File: config.mk
export PLATFORM = sky130hd
export DESIGN_NAME = analog_axis_emu
export DESIGN_NICKNAME = d
export VERILOG_FILES = /design/src/rtl/analog_axis_pkg.sv /design/src/rtl/axis_accum.sv /design/src/rtl/analog_axis_emu.sv
export SDC_FILE = /design/constraint.sdc
export NUM_CORES = 1
export LEC_CHECK = 0
export BUFFER_PORTS_ARGS = -buffer_cell sky130_fd_sc_hd__buf_4
export CAP_MARGIN = 10
export CORE_ASPECT_RATIO = 1.4
export CORE_MARGIN = 3
export CORE_UTILIZATION = 45
export CTS_CLUSTER_DIAMETER = 40
export DETAILED_ROUTE_END_ITERATION = 8
export PLACE_DENSITY = 0.68
export SYNTH_ARGS = -nofsm -noshare
export SYNTH_HDL_FRONTEND = slang
export SYNTH_SLANG_ARGS = --single-unit
File: constraint.sdc
create_clock -name clk_sys -period 7.2 [get_ports clk_sys]
set_input_delay 1.44 -clock clk_sys [delete_from_list [all_inputs] [get_ports clk_sys]]
set_output_delay 1.44 -clock clk_sys [all_outputs]
set_load 0.02 [all_outputs]
File: src/rtl/analog_axis_pkg.sv
// Shared types and arithmetic helpers for the analog axis emulator.
package analog_axis_pkg;

  typedef enum logic [1:0] {
    MODE_ANALOG = 2'd0,
    MODE_MOUSE  = 2'd1,
    MODE_RAMP   = 2'd2,
    MODE_AUTO   = 2'd3
  } mode_e;

  // Limit v to the signed range of a w-bit two's complement value.
  function automatic int saturate(input int v, input int w);
    int hi;
    int lo;
    hi = (1 << (w - 1)) - 1;
    lo = -(1 << (w - 1));
    if (v > hi) return hi;
    if (v < lo) return lo;
    return v;
  endfunction

  function automatic int clamp(input int v, input int lim);
    if (v > lim) return lim;
    if (v < -lim) return -lim;
    return v;
  endfunction

endpackage

File: src/rtl/axis_accum.sv
// One saturating axis accumulator: clear, add a mouse delta, or ramp by a fixed step.
module axis_accum
  import analog_axis_pkg::*;
#(
  parameter int W         = 8,
  parameter int RAMP_STEP = 4
) (
  input  logic                clk_i,
  input  logic                rst_ni,
  input  logic                clr_i,
  input  logic                add_i,
  input  logic signed [8:0]   delta_i,
  input  logic                ramp_i,
  input  logic                inc_i,
  input  logic                dec_i,
  output logic signed [W-1:0] acc_next_o
);

  logic signed [W-1:0] acc_q, acc_d;
  logic signed [W+1:0] sum;
  int                  cur;

  always_comb begin
    acc_d = acc_q;
    sum   = '0;
    cur   = int'(acc_q);
    if (clr_i) begin
      acc_d = '0;
    end else if (add_i) begin
      sum   = (W + 2)'(acc_q) + (W + 2)'(delta_i);
      acc_d = W'(saturate(int'(sum), W));
    end else if (ramp_i) begin
      if (inc_i && !dec_i) begin
        acc_d = W'(saturate(cur + RAMP_STEP, W));
      end else if (dec_i && !inc_i) begin
        acc_d = W'(saturate(cur - RAMP_STEP, W));
      end else if (cur > RAMP_STEP) begin
        acc_d = W'(cur - RAMP_STEP);
      end else if (cur < -RAMP_STEP) begin
        acc_d = W'(cur + RAMP_STEP);
      end else begin
        // Within one step of centre: land exactly on zero.
        acc_d = '0;
      end
    end
  end

  always_ff @(posedge clk_i or negedge rst_ni) begin
    if (!rst_ni) begin
      acc_q <= '0;
    end else begin
      acc_q <= acc_d;
    end
  end

  assign acc_next_o = acc_d;

endmodule

File: src/rtl/analog_axis_emu.sv
// Multi-channel joystick axis emulator: analog passthrough, PS/2 mouse accumulation,
// digital ramping, and an auto mode that hands each channel to whichever source moved last.
module analog_axis_emu
  import analog_axis_pkg::*;
#(
  parameter int W         = 8,
  parameter int NCH       = 2,
  parameter int MAXSTEP   = 10,
  parameter int RAMP_DIV  = 65536,
  parameter int RAMP_STEP = 4,
  parameter int DEADZONE  = 16
) (
  input  logic                                    clk_sys,
  input  logic                                    reset_n,
  input  logic [24:0]                             ps2_mouse,
  input  logic [(NCH > 1 ? $clog2(NCH) : 1)-1:0]  mouse_ch,
  input  logic [2*NCH-1:0]                        mode,
  input  logic [W*NCH-1:0]                        ana_x,
  input  logic [W*NCH-1:0]                        ana_y,
  input  logic [5*NCH-1:0]                        dig,
  input  logic [NCH-1:0]                          ana_fire,
  input  logic                                    recenter,
  output logic [W*NCH-1:0]                        axis_x,
  output logic [W*NCH-1:0]                        axis_y,
  output logic [NCH-1:0]                          fire,
  output logic [NCH-1:0]                          mouse_active
);

  localparam int CntW = (RAMP_DIV > 1) ? $clog2(RAMP_DIV) : 1;

  logic              strobe_q, armed_q;
  logic [CntW-1:0]   cnt_q, cnt_d;
  logic              tick, pkt;
  logic signed [8:0] dx_raw, dy_raw, dx, dy_neg;
  logic              unused_ps2;

  assign unused_ps2 = ^{ps2_mouse[7:6], ps2_mouse[3:2]};

  assign tick  = (cnt_q == CntW'(RAMP_DIV - 1));
  assign cnt_d = tick ? '0 : cnt_q + CntW'(1);

  // armed_q masks the cycle after reset so the strobe copy can settle first.
  assign pkt = armed_q & (ps2_mouse[24] ^ strobe_q) & ~recenter & (32'(mouse_ch) < NCH);

  assign dx_raw = {ps2_mouse[4], ps2_mouse[15:8]};
  assign dy_raw = {ps2_mouse[5], ps2_mouse[23:16]};
  assign dx     = 9'(clamp(int'(dx_raw), MAXSTEP));
  assign dy_neg = 9'(-clamp(int'(dy_raw), MAXSTEP));

  always_ff @(posedge clk_sys or negedge reset_n) begin
    if (!reset_n) begin
      strobe_q <= 1'b0;
      armed_q  <= 1'b0;
      cnt_q    <= '0;
    end else begin
      strobe_q <= ps2_mouse[24];
      armed_q  <= 1'b1;
      cnt_q    <= cnt_d;
    end
  end

  for (genvar c = 0; c < NCH; c++) begin : gen_ch
    mode_e               m;
    logic signed [W-1:0] ax, ay, nxt_x, nxt_y;
    logic signed [W-1:0] axis_x_d, axis_x_q, axis_y_d, axis_y_q;
    logic [4:0]          d;
    logic                act_q, act_d, stick, ch_pkt, use_mouse, clr, add, ramp;
    logic                fire_d, fire_q;

    assign m      = mode_e'(mode[2*c +: 2]);
    assign ax     = ana_x[W*c +: W];
    assign ay     = ana_y[W*c +: W];
    assign d      = dig[5*c +: 5];
    assign ch_pkt = pkt & (32'(mouse_ch) == c);
    assign stick  = (int'(ax) > DEADZONE) || (int'(ax) < -DEADZONE) ||
                    (int'(ay) > DEADZONE) || (int'(ay) < -DEADZONE) || (|d);

    // Ownership only moves while in auto mode; recenter always drops it.
    always_comb begin
      act_d = act_q;
      if (recenter) begin
        act_d = 1'b0;
      end else if (m == MODE_AUTO) begin
        if (stick) begin
          act_d = 1'b0;
        end else if (ch_pkt) begin
          act_d = 1'b1;
        end
      end
    end

    assign use_mouse = (m == MODE_MOUSE) || ((m == MODE_AUTO) && act_d);
    assign clr       = recenter | (act_q & ~act_d);
    assign add       = ch_pkt & use_mouse;
    assign ramp      = tick & (m == MODE_RAMP);

    axis_accum #(
      .W        (W),
      .RAMP_STEP(RAMP_STEP)
    ) u_acc_x (
      .clk_i     (clk_sys),
      .rst_ni    (reset_n),
      .clr_i     (clr),
      .add_i     (add),
      .delta_i   (dx),
      .ramp_i    (ramp),
      .inc_i     (d[0]),
      .dec_i     (d[1]),
      .acc_next_o(nxt_x)
    );

    axis_accum #(
      .W        (W),
      .RAMP_STEP(RAMP_STEP)
    ) u_acc_y (
      .clk_i     (clk_sys),
      .rst_ni    (reset_n),
      .clr_i     (clr),
      .add_i     (add),
      .delta_i   (dy_neg),
      .ramp_i    (ramp),
      .inc_i     (d[3]),
      .dec_i     (d[2]),
      .acc_next_o(nxt_y)
    );

    always_comb begin
      axis_x_d = ax;
      axis_y_d = ay;
      fire_d   = ana_fire[c];
      unique case (m)
        MODE_MOUSE: begin
          axis_x_d = nxt_x;
          axis_y_d = nxt_y;
          fire_d   = |ps2_mouse[1:0];
        end
        MODE_RAMP: begin
          axis_x_d = nxt_x;
          axis_y_d = nxt_y;
          fire_d   = d[4];
        end
        MODE_AUTO: begin
          if (act_d) begin
            axis_x_d = nxt_x;
            axis_y_d = nxt_y;
            fire_d   = |ps2_mouse[1:0];
          end else begin
            fire_d = ana_fire[c] | d[4];
          end
        end
        default: ;
      endcase
    end

    always_ff @(posedge clk_sys or negedge reset_n) begin
      if (!reset_n) begin
        axis_x_q <= '0;
        axis_y_q <= '0;
        fire_q   <= 1'b0;
        act_q    <= 1'b0;
      end else begin
        axis_x_q <= axis_x_d;
        axis_y_q <= axis_y_d;
        fire_q   <= fire_d;
        act_q    <= act_d;
      end
    end

    assign axis_x[W*c +: W] = axis_x_q;
    assign axis_y[W*c +: W] = axis_y_q;
    assign fire[c]          = fire_q;
    assign mouse_active[c]  = act_q;
  end

endmodule

### After elaboration in Yosys (flattened, before gate mapping)

Index checks and enable logic that the tools add are counted.

* register bits after elaboration: 86
* input bits: 77
* output and inout port bits: 36
* logic and storage cells: 367

* add/subtract/negate cells: 14
* magnitude comparators: 44
* equality and inequality tests: 7
* muxes and demuxes: 235
* bitwise gates (word level): 19
* reductions and logical operators: 33

Operators with widths (number)
* 2-to-1 mux 8 bit: 68
* 2-to-1 mux 1 bit: 140
* 2-to-1 mux 7 bit: 12
* > comparator 9 x 8 -> 1 bit (second input constant): 8
* < comparator 9 x 8 -> 1 bit (second input constant): 8
* one-hot mux 8 bit (2 select lines): 4
* 2-to-1 mux 9 bit: 6
* adder 8 x 9 -> 10 bit: 4
* > comparator 10 x 8 -> 1 bit (second input constant): 4
* < comparator 10 x 8 -> 1 bit (second input constant): 4
* adder 8 x 4 -> 9 bit (second input constant): 4
* subtractor 8 x 4 -> 9 bit (second input constant): 4
* > comparator 8 x 4 -> 1 bit (second input constant): 4
* > comparator 8 x 6 -> 1 bit (second input constant): 4
* < comparator 8 x 3 -> 1 bit (second input constant): 4
* < comparator 8 x 5 -> 1 bit (second input constant): 4
* > comparator 9 x 5 -> 1 bit (second input constant): 2
* < comparator 9 x 5 -> 1 bit (second input constant): 2
* adder 16 x 1 -> 16 bit (second input constant): 1
* equality test 16 bit (second input constant): 1
* 2-to-1 mux 16 bit: 1
* bitwise AND 1 bit: 10
* logical AND 1 bit: 10
* logical OR 1 bit: 10
* 11 further kinds: 33

### Longest topological paths before layout

* depth after elaboration: 28
* mapped depth: 21
* gate-level depth less buffers: 20

### Modules after synthesis

From an unflattened synthesis, not the netlist that was laid out.

* cell total of the unflattened synthesis: 1280
* area total of the unflattened synthesis: 10386.2 um^2

Modules (own cells, without submodules)
* analog_axis_emu: times used 1, cells each 457, area an instance 3824.9 um^2, sequential area each 1351.3 um^2
* axis_accum at gen_ch[0].u_acc_x ...: times used 2, cells each 210, area an instance 1711.6 um^2, sequential area each 200.2 um^2
* axis_accum at gen_ch[0].u_acc_y: times used 1, cells each 210, area an instance 1630.3 um^2, sequential area each 200.2 um^2
* axis_accum at gen_ch[1].u_acc_y: times used 1, cells each 193, area an instance 1507.7 um^2, sequential area each 200.2 um^2

### Least setup slack after synthesis

No wires, ideal clock.

* path type: input port to flip-flop
* from: input ps2_mouse[22]
* to: register gen_ch[0].axis_y_q[1]
* library setup time: 0.127 ns
* data arrival time: 4.766 ns
* data required time: 7.073 ns
* setup slack: 2.307 ns
* cell stages on the path: 20
* buffers on the path: 1
* cells stage by stage: nand4_1 > nor2_1 > nand2_1 > ha_1 > clkbuf_1 > nor2_1 > nand2_1 > ha_1 > nand2_1 > xnor2_1 > o21ai_0 > ha_1 > a21oi_1 > o21ai_1 > o31a_1 > or3b_1 > nand4_1 > nand3_1 > o21ai_0 > o21ai_1

* word-level cells in the longest chain between the ends: 18
* elaborated cells between the ends (all ways): 28
* classes of those cells: add/sub: 2; order compare: 4; mux: 22

Ends and longest elaborated chain
* start: declaration: line analog_axis_emu.sv:15 `input logic [24:0] ps2_mouse,`
* < comparator 9 x 5 -> 1 bit or > comparator 9 x 5 -> 1 bit (tied branches): line analog_axis_pkg.sv:24, analog_axis_pkg.sv:23
* 2-to-1 mux 1 bit or 2-to-1 mux 4 bit (tied branches): line analog_axis_pkg.sv:24, analog_axis_pkg.sv:23
* 2-to-1 mux 1 bit or 2-to-1 mux 9 bit (tied branches): line analog_axis_pkg.sv:24 `if (v < -lim) return -lim;`
* 2-to-1 mux 9 bit: line analog_axis_pkg.sv:25 `return v;`
* 2-to-1 mux 9 bit *: line analog_axis_pkg.sv:24
* negator 9 bit *: line analog_axis_emu.sv:48 `assign dy_neg = 9'(-clamp(int'(dy_raw), MAXSTEP));`
* adder 8 x 9 -> 10 bit *: line axis_accum.sv:30 `sum = (W + 2)'(acc_q) + (W + 2)'(delta_i);`
* < comparator 10 x 8 -> 1 bit: line analog_axis_pkg.sv:18 `if (v < lo) return lo;`
* [3 not listed]
* 2-to-1 mux 1 bit: line axis_accum.sv:27 `if (clr_i) begin`
* 2-to-1 mux 8 bit: line analog_axis_pkg.sv:19 `return v;`
* 2-to-1 mux 8 bit *: line analog_axis_pkg.sv:18
* 2-to-1 mux 8 bit *: line axis_accum.sv:29 `end else if (add_i) begin`
* 2-to-1 mux 8 bit *: line axis_accum.sv:27
* 2-to-1 mux 8 bit: line analog_axis_emu.sv:143 `if (act_d) begin`
* one-hot mux 8 bit (2 select lines) *: line analog_axis_emu.sv:131 `unique case (m)`
* net gen_ch[0].axis_y_d[1]: line analog_axis_emu.sv:65 `logic signed [W-1:0] axis_x_d, axis_x_q, axis_y_d, axis_y_q;`
* end signal: assignment: line analog_axis_emu.sv:163 `axis_y_q <= axis_y_d;`
* end: declaration: line analog_axis_emu.sv:65

The timed path passes the listed nets; every way through them passes the cells marked *. The select of a mux whose other input is x is not followed.

### Final worst setup path

* from: input ps2_mouse[21]
* to: register gen_ch[1].axis_y_q[5]

* word-level cells in the longest chain between the ends: 18
* elaborated cells between the ends (all ways): 28
* classes of those cells: add/sub: 2; order compare: 4; mux: 22

Ends and longest elaborated chain (line)
* < comparator 9 x 5 -> 1 bit or > comparator 9 x 5 -> 1 bit (tied branches): analog_axis_pkg.sv:24, analog_axis_pkg.sv:23
* 2-to-1 mux 1 bit or 2-to-1 mux 4 bit (tied branches): analog_axis_pkg.sv:24, analog_axis_pkg.sv:23
* 2-to-1 mux 1 bit or 2-to-1 mux 9 bit (tied branches): analog_axis_pkg.sv:24
* 2-to-1 mux 9 bit: analog_axis_pkg.sv:25
* 2-to-1 mux 9 bit *: analog_axis_pkg.sv:24
* negator 9 bit *: analog_axis_emu.sv:48
* adder 8 x 9 -> 10 bit *: axis_accum.sv:30
* < comparator 10 x 8 -> 1 bit: analog_axis_pkg.sv:18
* [3 not listed]
* 2-to-1 mux 1 bit: axis_accum.sv:27
* 2-to-1 mux 8 bit: analog_axis_pkg.sv:19
* 2-to-1 mux 8 bit *: analog_axis_pkg.sv:18
* 2-to-1 mux 8 bit *: axis_accum.sv:29
* 2-to-1 mux 8 bit *: axis_accum.sv:27
* 2-to-1 mux 8 bit: analog_axis_emu.sv:143
* one-hot mux 8 bit (2 select lines) *: analog_axis_emu.sv:131
* net gen_ch[1].axis_y_d[5]: analog_axis_emu.sv:65
* end signal: assignment: analog_axis_emu.sv:163
* end: declaration: analog_axis_emu.sv:65

Marked as above.

==> run_summary.xml <==
<?xml version="1.0" encoding="UTF-8"?>
<metrics>
  <group name="run_status">
    <metric name="run_status" unit="">finished, final reports clean</metric>
  </group>
  <group name="sta">
    <metric name="slew_headroom" unit="%">35.5</metric>
    <metric name="slew_viol_final" unit="">0</metric>
    <metric name="hold_viol" unit="">0</metric>
    <metric name="fin_setup_tns" unit="ns">0</metric>
    <metric name="layout_min_cycle_time" unit="ns">5.39</metric>
    <metric name="final_critical_path_setup_slack" unit="ns">1.81</metric>
    <metric name="fin_hold_ws" unit="ns">0.475</metric>
    <metric name="timing.clock.skew" unit="ns">0.0141</metric>
    <metric name="min_period_over_period" unit="%">74.9</metric>
    <metric name="rsz_0062_raised_after_global_routing" unit="">false</metric>
    <metric name="setup_viol" unit="">0</metric>
    <metric name="max_freq" unit="MHz">185</metric>
    <metric name="worst_pin_slew" unit="ns">0.968</metric>
  </group>
  <group name="route">
    <metric name="drt_drc_violations_left" unit="">0</metric>
    <metric name="dr.first_iter.drc_count" unit="">757</metric>
    <metric name="viasPerCell" unit="">6.22</metric>
    <metric name="ant_nets" unit="">0</metric>
    <metric name="wl" unit="mm">28.3</metric>
    <metric name="detail_route.first_pass.iterations" unit="">5</metric>
    <metric name="route.detailed.wl_per_inst" unit="µm">18.5</metric>
    <metric name="vias" unit="">9537</metric>
  </group>
  <group name="finish">
    <metric name="finish.instance_area" unit="µm²">10500</metric>
    <metric name="final_net_count" unit="">1427</metric>
    <metric name="layout.cells.non_filler" unit="">1533</metric>
    <metric name="finalCoreUtilization" unit="%">52.4</metric>
    <metric name="drive_above_1_share" unit="%">12.2</metric>
    <metric name="syn2layout_area_growth" unit="%">13.2</metric>
    <metric name="antenna_cells" unit="">0</metric>
    <metric name="layout.filler_cells" unit="">1988</metric>
  </group>
  <group name="power_and_ir_drop">
    <metric name="power.switching" unit="mW">0.434</metric>
    <metric name="sw_frac_of_total" unit="%">31.5</metric>
    <metric name="p_leak" unit="nW">4.61</metric>
    <metric name="power-per-cell-area" unit="nW/µm²">132</metric>
    <metric name="share_clk_of_total_power" unit="%">38.1</metric>
    <metric name="cell_internal_pwr" unit="mW">0.945</metric>
    <metric name="peak_supply_drop" unit="mV">0.105</metric>
    <metric name="comb_power_share" unit="%">24.7</metric>
    <metric name="seq_power_share" unit="%">37.1</metric>
    <metric name="power.total" unit="mW">1.38</metric>
  </group>
  <group name="floorplan">
    <metric name="floorplan.initialDensity" unit="%">46.3</metric>
    <metric name="floorplan.die.width" unit="µm">127</metric>
    <metric name="core_area" unit="µm²">20000</metric>
    <metric name="io_pins" unit="">113</metric>
    <metric name="floorplan.die_area" unit="µm²">22300</metric>
    <metric name="die_h" unit="µm">176</metric>
    <metric name="rows" unit="">61</metric>
  </group>
  <group name="synth">
    <metric name="ys.warnings.count" unit="">0</metric>
    <metric name="synth.area.top_cells" unit="">sky130_fd_sc_hd__dfrtp_1 23%, sky130_fd_sc_hd__ha_1 9.5%, sky130_fd_sc_hd__nor2_1 5.8%, sky130_fd_sc_hd__o21ai_0 4.5%, sky130_fd_sc_hd__nand2_1 4.3%</metric>
    <metric name="syn_inst" unit="">1207</metric>
    <metric name="number_of_storage_elements_in_the_synthesis_netlist" unit="">86</metric>
    <metric name="synth_top_family_by_area" unit="">compound AO/OA/AOI/OAI gates</metric>
    <metric name="postSynth.asyncResetShare" unit="%">100</metric>
    <metric name="syn_area" unit="µm²">9250</metric>
    <metric name="synthDominantAreaCellType" unit="">sky130_fd_sc_hd__dfrtp_1</metric>
    <metric name="syn_nets" unit="">1358</metric>
    <metric name="postSynthAreaPerCell" unit="µm²">7.67</metric>
    <metric name="count_leader_synth" unit="">sky130_fd_sc_hd__nor2_1</metric>
    <metric name="synth.yosys.seq_area_share" unit="%">23.3</metric>
    <metric name="synth_edf_count" unit="">0</metric>
    <metric name="post_synth_xor_area_fraction" unit="%">5.21</metric>
    <metric name="ys_top_cells_by_count" unit="">144 x sky130_fd_sc_hd__nor2_1, 107 x sky130_fd_sc_hd__nand2_1, 86 x sky130_fd_sc_hd__dfrtp_1</metric>
    <metric name="dominantRegCellSynth" unit="">sky130_fd_sc_hd__dfrtp_1</metric>
    <metric name="synth_compound_area_share" unit="%">30.0</metric>
    <metric name="post_synth_mux_area_share" unit="%">1.01</metric>
    <metric name="netlist.area_leader.share" unit="%">23.3</metric>
    <metric name="synth_fa_ha_area_share" unit="%">10.9</metric>
    <metric name="yosysUniqueCellTypes" unit="">88</metric>
    <metric name="synth_simple_gate_area_share" unit="%">24.5</metric>
  </group>
  <group name="grt">
    <metric name="gr-total-overflow" unit="">0</metric>
    <metric name="grt_first_pass_wirelength" unit="mm">45.3</metric>
    <metric name="grt_start_max_net_pins" unit="">74</metric>
    <metric name="first_global_vias" unit="">9056</metric>
    <metric name="grt_antenna_before_repair" unit="">0</metric>
    <metric name="global_route.usage.total" unit="%">24.7</metric>
  </group>
  <group name="clock_network">
    <metric name="post_cts_buffers" unit="">0</metric>
    <metric name="cts.root.buffer_cell" unit="">sky130_fd_sc_hd__clkbuf_16</metric>
    <metric name="postCtsHoldBufs" unit="">0</metric>
    <metric name="insertion_delay" unit="ns">0.36</metric>
    <metric name="max-clock-path-buffers" unit="">2</metric>
    <metric name="cts-htree-levels" unit="">3</metric>
    <metric name="cts.sink_count" unit="">86</metric>
    <metric name="cts_inserted_buffers" unit="">9</metric>
    <metric name="clk_pin_slew_worst_paths" unit="ns">0.07</metric>
    <metric name="cts_tree" unit="">done</metric>
    <metric name="post_cts_resize_count" unit="">0</metric>
  </group>
  <group name="place">
    <metric name="dp_cells" unit="">1517</metric>
    <metric name="post-place-ws" unit="ns">1.40</metric>
    <metric name="gp_routability_congestion" unit="">0.944</metric>
    <metric name="detailed_placement_hpwl" unit="mm">22.0</metric>
    <metric name="placed_cell_area" unit="µm²">10200</metric>
    <metric name="port_buffers" unit="">108</metric>
  </group>
  <group name="critical_path">
    <metric name="cp_data_arrival_time" unit="ns">5.63</metric>
    <metric name="slowest_delay" unit="ns">0.75</metric>
    <metric name="cp-start-kind" unit="">input port</metric>
    <metric name="cp_max_fo" unit="">10</metric>
    <metric name="worstSetupPathType" unit="">in2reg</metric>
    <metric name="crit_path_end_kind" unit="">register</metric>
    <metric name="crit_required" unit="ns">7.43</metric>
    <metric name="timing.critical_path.slowest_stage_cell" unit="">sky130_fd_sc_hd__o311ai_1</metric>
    <metric name="timing.critical_path.cells" unit="">buf_4 -&gt; nand4_1 -&gt; nor2_1 -&gt; nand2_1 -&gt; ha_1 -&gt; nor3_1 -&gt; ha_1 -&gt; nand2_1 -&gt; xnor2_1 -&gt; o21ai_0 -&gt; ha_1 -&gt; a21oi_1 -&gt; o21ai_1 -&gt; nor2_1 -&gt; or4_1 -&gt; a211oi_1 -&gt; o311ai_1 -&gt; nor2_1 -&gt; o31ai_1</metric>
    <metric name="regToRegSetupSlack" unit="ns">4.06</metric>
  </group>
  <group name="run">
    <metric name="timing.max_cap.violations" unit="">0</metric>
  </group>
  <group name="min_path">
    <metric name="min-delay-path-class" unit="">reg2reg</metric>
  </group>
</metrics>
routing by layer:
| metal | part of all wire, % | track usage [%] | vias up |
|---|---|---|---|
| met3 | 5.2 | 3.62 | 67 |
| met1 | 41 | 30.2 | 4534 |
| met2 | 51 | 44.4 | 327 |
| met4 | 2.9 | 7.56 | 0 |
| met5 | 0 | 0 | - |
| li1 | - | - | 4609 |
sequential cells by signal, indices dropped and copies added (netlist names):
register              flops
strobe_q                  1
gen_ch.axis_y_q          16
gen_ch.u_acc_x.acc_q     16
gen_ch.fire_q             2
armed_q                   1
gen_ch.u_acc_y.acc_q     16
gen_ch.axis_x_q          16
cnt_q                    16
gen_ch.act_q              2
logic make-up after synthesis:
group	Yosys count
AO/OA/AOI/OAI	403
XOR/XNOR	55
adder cells (fa/ha/maj)	79
buffers and inverters	112
flip-flops	86
multiplexers	9
other	1
AND/OR/NAND/NOR	462
layout by cell type, fill, tap and decap left out, drive strengths merged, types with 16 or more instances in the layout:
master / instances
nor2: 146
buf: 112
nand2: 108
o21ai: 103
dfrtp: 86
ha: 70
a21oi: 67
inv: 59
nand3: 35
xnor2: 33
nor3: 31
nand2b: 25
xor2: 22
nor2b: 21
a21o: 19
a211oi: 19
nand4: 18
o211ai: 17
a31oi: 16
worst paths after layout:
check                                                  endpoint                                  from  cells after the start
max                             gen_ch[1].axis_y_q[5]$_DFF_PN0_                         ps2_mouse[21]                     19
min                                         cnt_q[14]$_DFF_PN0_                   cnt_q[14]$_DFF_PN0_                      1
max reg2reg                     gen_ch[1].axis_x_q[5]$_DFF_PN0_  gen_ch[1].u_acc_x.acc_q[0]$_DFF_PN0_                     11
min reg2reg                                 cnt_q[14]$_DFF_PN0_                   cnt_q[14]$_DFF_PN0_                      1
max in group asynchronous  gen_ch[0].u_acc_y.acc_q[5]$_DFF_PN0_                               reset_n                      2
min in group asynchronous       gen_ch[1].axis_x_q[5]$_DFF_PN0_                               reset_n                      1
cell type report:
cell class / count / area [µm²] / share of cell area (%)
Timing Repair Buffer: 112 / 841 / 8.02
Tap cell: 252 / 315 / 3.01
Clock inverter: 7 / 101 / 0.967
Multi-Input combinational cell: 1009 / 6630 / 63.2
Sequential cell: 86 / 2150 / 20.5
Clock buffer: 9 / 225 / 2.15
Inverter: 58 / 218 / 2.08
power groups by stage:
stage	Combinational, mW	Sequential [mW]	Clock (mW)
finish	0.341	0.512	0.525
global route	0.376	0.513	0.552
CTS	0.340	0.512	0.535
detailed placement	0.338	0.521	0
global placement	0.335	0.521	0
floorplan	0.197	0.530	0
critical path: cells and delay by family:
family | cells | cell delay, ns
AO/OA/AOI/OAI | 6 | 2.01
AND/OR/NAND/NOR | 8 | 0.98
XOR/XNOR | 1 | 0.14
buffers and inverters | 1 | 0.11
adder cells (fa/ha/maj) | 3 | 0.97
Note: power is estimated with default switching activity, not from simulation.
